`src/rtl/ras.sv`:
```
// Return address stack: circular array of predicted return targets with
// checkpoint outputs and single-cycle repair from execute.
module ras #(
    parameter int unsigned DEPTH    = 8,
    localparam int unsigned PTR_BITS = $clog2(DEPTH),
    localparam int unsigned CNT_BITS = PTR_BITS + 1
) (
    input  logic                clk,
    input  logic                reset,
    input  logic                push,
    input  logic [31:0]         push_addr,
    input  logic                pop,
    output logic                top_valid,
    output logic [31:0]         top_addr,
    output logic [PTR_BITS-1:0] ckpt_sp,
    output logic [CNT_BITS-1:0] ckpt_count,
    output logic [31:0]         ckpt_top,
    input  logic                restore,
    input  logic [PTR_BITS-1:0] restore_sp,
    input  logic [CNT_BITS-1:0] restore_count,
    input  logic [31:0]         restore_top
);

    localparam logic [CNT_BITS-1:0] CountFull = CNT_BITS'(DEPTH);
    localparam logic [PTR_BITS-1:0] PtrOne    = PTR_BITS'(1);

    logic [31:0]         r_entry [DEPTH];
    logic [PTR_BITS-1:0] r_sp;
    logic [CNT_BITS-1:0] r_count;

    logic [PTR_BITS-1:0] w_sp_d;
    logic [CNT_BITS-1:0] w_count_d;
    logic [PTR_BITS-1:0] w_sp_m1;
    logic [PTR_BITS-1:0] w_sp_p1;
    logic                w_empty;
    logic                w_wr_en;
    logic [PTR_BITS-1:0] w_wr_idx;
    logic [31:0]         w_wr_data;

    assign w_sp_m1 = r_sp - PtrOne;
    assign w_sp_p1 = r_sp + PtrOne;
    assign w_empty = (r_count == '0);

    // Reads come straight from current state; no forwarding of same-cycle updates.
    assign top_valid  = !w_empty;
    assign top_addr   = r_entry[w_sp_m1];
    assign ckpt_sp    = r_sp;
    assign ckpt_count = r_count;
    assign ckpt_top   = r_entry[w_sp_m1];

    always_comb begin
        w_sp_d    = r_sp;
        w_count_d = r_count;
        w_wr_en   = 1'b0;
        w_wr_idx  = r_sp;
        w_wr_data = push_addr;
        if (reset) begin
            w_sp_d    = '0;
            w_count_d = '0;
        end else if (restore) begin
            w_sp_d    = restore_sp;
            w_count_d = restore_count;
            w_wr_en   = 1'b1;
            w_wr_idx  = restore_sp - PtrOne;
            w_wr_data = restore_top;
        end else if (push && pop && !w_empty) begin
            // Return immediately followed by a call: replace the top in place.
            w_wr_en  = 1'b1;
            w_wr_idx = w_sp_m1;
        end else if (push) begin
            w_wr_en  = 1'b1;
            w_wr_idx = r_sp;
            w_sp_d   = w_sp_p1;
            if (r_count != CountFull) begin
                w_count_d = r_count + CNT_BITS'(1);
            end
        end else if (pop && !w_empty) begin
            w_sp_d    = w_sp_m1;
            w_count_d = r_count - CNT_BITS'(1);
        end
    end

    always_ff @(posedge clk) begin
        if (reset) begin
            r_sp    <= '0;
            r_count <= '0;
        end else begin
            r_sp    <= w_sp_d;
            r_count <= w_count_d;
        end
    end

    // Entries are never cleared; occupancy alone decides validity.
    always_ff @(posedge clk) begin
        if (w_wr_en) begin
            r_entry[w_wr_idx] <= w_wr_data;
        end
    end

endmodule

```
`config.mk`:
```
export PLATFORM = sky130hd
export DESIGN_NAME = ras
export DESIGN_NICKNAME = d
export VERILOG_FILES = /design/src/rtl/ras.sv
export SDC_FILE = /design/constraint.sdc
export NUM_CORES = 1
export LEC_CHECK = 0
export BUFFER_PORTS_ARGS = -buffer_cell sky130_fd_sc_hd__buf_4
export CORE_ASPECT_RATIO = 0.5
export CORE_MARGIN = 2
export CORE_UTILIZATION = 54
export CTS_CLUSTER_DIAMETER = 120
export DETAILED_ROUTE_END_ITERATION = 7
export PLACE_DENSITY = 0.75
export SETUP_SLACK_MARGIN = 0.4
export SLEW_MARGIN = 20
export SYNTH_ARGS = -nofsm -noshare
export SYNTH_HDL_FRONTEND = slang
export SYNTH_SLANG_ARGS = --single-unit
export TNS_END_PERCENT = 1
```
`constraint.sdc`:
```
create_clock -name clk -period 8.3 [get_ports clk]
set_clock_uncertainty 0.1 [all_clocks]
set_input_delay 0 -clock clk [delete_from_list [all_inputs] [get_ports clk]]
set_output_delay 0 -clock clk [all_outputs]
set_load 0.1 [all_outputs]
```
==> out/qor.csv, run 1 <==
metric,value,unit
CTS tree,yes,
Clock Latency Late Sink,0.51,ns
DRT iter0 DRCs,481,
fin crit share,48.8,%
Die W,206,um
post-synth top area cell,edfxtp_1,
setup TNS,0,ns
full die area,0.0216,sq mm
clock-pin slew on the worst setup and hold paths,0.07,ns
vias in the first global route,6303,
initial antenna violation count,0,
final setup fails,0,
post-route ant nets,0,
Setup WS pre-CTS,3.99,ns
H-tree levels,1,
CTS resizes,0,
mean routed wirelength per cell,20.6,um
status,finished clean,
setup bufs post-CTS,0,
"top cells by area, synth","edfxtp_1 (70%), mux4_2 (13%), nand2_1 (3.4%), mux2_2 (3.4%), buf_4 (2.3%)",
fin nets,893,
Synth Register Bits,263,
area growth from synthesis to layout,26.0,%
Startpoint Class,flop,
Crit Path Class,flop to flop,
"EDFF count, synth",256,
sequential fraction of the synthesis area,71.2,%
GRT overflow,0,
CP Max Fanout,33,
DP HPWL,12.7,mm
vias,6139,
VDD IR max,214,uV
total CTS buffers,23,
Core Area,0.0197,sq mm
Die Ht,105,um
Avg Vias per Cell,5.61,
cell with the most instances after synthesis,edfxtp_1,
Hold/Removal Path Class,primary input to flop,
final hold violation count,0,
PnR worst setup slack,4.25,ns
drt drc,0,
CP Data Arrival Time,4.13,ns
maxcap violations,0,
pwr dens,308,mW/mm^2
starting density of the core,55.8,%
Rows,36,
RePlAce Congestion,0.759,
Worst Tran Pin Value,1.12,ns
critical path capture point type,flop,
Crit path required time,8.38,ns
Sinks on Clock Net,263,
ys async rst share,0,%
global-route wire length before repair,35.0,mm
layout cell share with drive strength beyond 1,37.4,%
static leakage,4.95,nW
area of the mapped netlist,0.0110,sq mm
"Distinct cells, synth",43,
DR pass1 iterations,5,
Clock Path Buffers,3,
Slew HR,25.3,%
final slew viol count,0,
GRT Util Overall,21.5,%
final WL,22.6,mm
Fillers,1195,
yosys warns,0,
Post-Syn Nets,688,
Peak Freq,0.247,GHz
number of port buffers,147,
maximum number of pins on one net before global-route repair,68,
post-synthesis cell count,606,
unrepaired setup endpoints after global routing,false,
Avg Inst Size Synth,18.2,sq um
# hold bufs at CTS,81,
commonest cells in the netlist,"edfxtp_1 (256), nand2_1 (100), mux4_2 (64)",
IO Pins,148,
ANT cells,0,
Root Driver,clkbuf_16,
min cycle time layout,4.05,ns
Synth top area share,69.9,%
ys flop type,edfxtp_1,
flip-flops by register name, indices dropped and copies added (netlist names):
signal      count
ckpt_sp         3
r_entry       256
ckpt_count      4
final cells by class:
cell class | instances | area [sq um] | area share [%]
clock buffer | 24 | 579 | 4.18
tap | 266 | 333 | 2.40
sequential | 263 | 7830 | 56.5
timing repair buffer | 241 | 2010 | 14.5
multi-input combinational | 274 | 2850 | 20.6
clock inverter | 18 | 219 | 1.58
inverter | 8 | 30.0 | 0.217
logic make-up after synthesis:
family,synth area share (%)
and+or+nand+nor,5.12
AOI/OAI and AO/OA,2.01
adders and majority gates,0.751
muxes,16.6
xor gates and xnor gates,0.717
DFF,71.2
buffers and inverters,3.66
stage by stage:
step	util, %	instances	instance area [sq um]	hold slack, ns	power [mW]
after CTS	70.2	1094	13900	0.179	4.29
after global placement	62.1	971	12200	0.136	3.13
after global routing	70.2	1094	13900	0.233	4.40
after detailed placement	62.1	971	12200	0.148	3.14
final	70.2	1094	13900	0.234	4.27
after floorplan	-	606	11000	0.0385	2.90
final timing paths:
kind	startpoint	slack (ns)	end	depth (start not counted)
min reg2reg	ckpt_sp[2]	1.12	ckpt_sp[2]	3
max	ckpt_sp[0]	4.25	r_entry[6][10]	8
max reg2reg	ckpt_sp[0]	4.25	r_entry[6][10]	8
min	restore_count[2]	0.23	ckpt_count[2]	4
placed cells by master, fill, tap and decap left out, types with 3 or more instances in the layout:
cell and instances:
xnor2_1 6, bufinv_16 5, buf_4 160, nand3_1 4
or3_1 3, ha_1 4, mux2_2 33, clkinv_2 4
dlygate4sd3_1 81, inv_1 7, clkinv_1 7, nor3_2 8
nor3_1 4, clkbuf_16 23, a21oi_1 3, mux4_2 64
dfxtp_1 6, nand2_1 100, edfxtp_1 256, nor2_1 8
a211oi_1 3
worst max-delay path: stages, from the launching register on:
cell	delay, ns
dfxtp_4	0.73
inv_1	0.22
ha_4	0.24
xor2_4	0.11
buf_4	0.46
nand3_1	0.18
o211a_1	0.32
nor3_2	0.83
buf_4	0.46
layer usage:
layer / part of all wire [%] / global-route usage, %
met5: 0 / 0
met2: 50 / 36.6
met1: 43 / 29.7
met3: 4.6 / 3.21
met4: 2.1 / 5.20
power by group:
group / internal, mW / switching [mW]
Combinational: 0.402 / 1.20
Sequential: 1.52 / 0.0274
Clock: 0.665 / 0.456
(Power assumes the default switching activity.)
==> run 2, diff against run 1 <==
==> constraint.sdc (replaced) <==
create_clock -name clk -period 4.15 [get_ports clk]
set_clock_uncertainty 0.1 [all_clocks]
set_input_delay 0 -clock clk [delete_from_list [all_inputs] [get_ports clk]]
set_output_delay 0 -clock clk [all_outputs]
set_load 0.1 [all_outputs]
==> run 2 against run 1 <==
  * Sequential cell count is the same
  * Setup slack lost 3.5 ns
  * Global-route usage shrank 0.20 points
  * Routed wire length shrank 1.1%
  * Design area shrank 0.19%
  * Sequential share of layout area grew 0.15 points
  * Clock power grew 77%
  * Highest routed layer unchanged
==> out/qor.csv, run 2 (same netlist as run 1, synthesis figures left out) <==
metric,value,unit,change
status,finished clean,,
Peak Freq,0.290,GHz,
Max Used Layer,met4,,
Worst Tran Pin Value,0.946,ns,-0.172 ns
initial antenna violation count,0,,unchanged
GRT overflow,0,,unchanged
IO Pins,148,,unchanged
mean routed wirelength per cell,20.4,um,-0.89%
Clock Latency Late Sink,0.50,ns,about the same
DRT iter0 DRCs,441,,-8.3%
unrepaired setup endpoints after global routing,false,,
fin crit share,83.2,%,
placed instance count,971,,unchanged
Sinks on Clock Net,263,,unchanged
vias,6080,,-0.96%
"Critical Path, Cell by Cell","inv_1, ha_4, buf_4, mux4_2, mux2_2, buf_4",,
Biggest register,r_entry,,
Startpoint Class,flop,,
final setup fails,0,,unchanged
CTS tree,yes,,
most frequent cells in the layout,"edfxtp_1 (256), buf_4 (160), nand2_1 (100)",,
drt drc,0,,unchanged
Avg Vias per Cell,5.57,,-0.78%
Slew HR,36.7,%,+11 points
Clock Path Buffers,3,,unchanged
number of port buffers,147,,unchanged
Finished Core Util,70.1,%,-0.13 points
PnR worst setup slack,0.699,ns,-3.55 ns
maxcap violations,0,,unchanged
CP Max Fanout,56,,+70%
VDD IR max,373,uV,+74%
slowest cell on the critical path,buf_4,,
area growth from synthesis to layout,25.7,%,
full die area,0.0216,sq mm,unchanged
starting density of the core,55.8,%,unchanged
"CP delay by family, top",buffers and inverters,,
min cycle time layout,3.45,ns,
layout cell share with drive strength beyond 1,37.9,%,+0.45 points
setup bufs post-CTS,0,,unchanged
CTS resizes,0,,unchanged
met3 WL,1.19,mm,+14%
final hold violation count,0,,unchanged
Post-DP Area,0.0123,sq mm,+0.46%
CP Buf/Inv Count,3,,unchanged
H-tree levels,1,,unchanged
Die W,206,um,unchanged
Fin Hold WS,0.190,ns,-0.0434 ns
max reg flops,256,,unchanged
RePlAce Congestion,0.808,,+6.5%
GRT Util Overall,21.3,%,-0.20 points
Crit path required time,4.05,ns,-4.33 ns
ANT cells,0,,unchanged
vias in the first global route,6305,,+0.032%
wl on met1,9.71,mm,+0.19%
"most common cell after layout, fill and taps aside",edfxtp_1,,
post-route ant nets,0,,unchanged
setup TNS,0,ns,unchanged
routed wl met2,11.2,mm,-1.2%
# hold bufs at CTS,81,,unchanged
final slew viol count,0,,unchanged
CP Data Arrival Time,3.35,ns,-0.78 ns
Setup WS pre-CTS,1.14,ns,-2.86 ns
Core Area,0.0197,sq mm,unchanged
pwr dens,600,mW/mm^2,+95%
final cell count without fillers,1092,,-0.18%
Finished Cell Area,0.0138,sq mm,-0.19%
Rows,36,,unchanged
Hold/Removal Path Class,primary input to flop,,
DR pass1 iterations,7,,+2
Root Driver,clkbuf_16,,
Power Total,8.30,mW,+94%
final WL,22.3,mm,-1.1%
maximum number of pins on one net before global-route repair,57,,-16%
static leakage,4.94,nW,-0.25%
CP peak stage delay,0.66,ns,-0.17 ns
Crit Path Class,flop to output pin,,
total CTS buffers,22,,-4.3%
most frequent CP cell,buf_4,,
fin nets,893,,unchanged
DP HPWL,11.9,mm,-5.9%
global-route wire length before repair,34.6,mm,-1.3%
Die Ht,105,um,unchanged
clock-pin slew on the worst setup and hold paths,0.07,ns,about the same
critical path capture point type,output pin,,
[run 2: path summary, 6_finish.rpt]
kind / depth (start not counted) / slack [ns] / start / end
hold reg to reg: 4 / 1.02 / ckpt_sp[1] / r_entry[5][2]
setup reg to reg: 5 / 1.11 / ckpt_count[0] / r_entry[7][26]
setup / recovery: 6 / 0.70 / ckpt_sp[0] / ckpt_top[25]
hold / removal: 3 / 0.19 / reset / ckpt_count[2]
[run 2: power by group]
part           switching, mW  internal [mW]
clock network          0.879           1.10
logic                   2.42          0.814
registers             0.0466           3.05
[run 2: area by class of cell]
class                      count  area (sq um)
clock buffer                  24           558
clock inverter                15           130
fill                        1259          5900
inverter                       8          30.0
multi-input combinational    274          2900
sequential                   263          7840
tap                          266           333
timing repair buffer         242          2040
[run 2: routing by layer]
metal  GRT usage, %  up-vias
met2           35.1      214
met5              0        -
met1           31.3     3083
met3           2.93       19
met4           3.67        0
li1               -     2764
[run 2: worst min-delay path, delay by kind of cell]
family / cells / cell delay, ns
simple gates: 1 / 0.06
buf+inv: 2 / 0.70
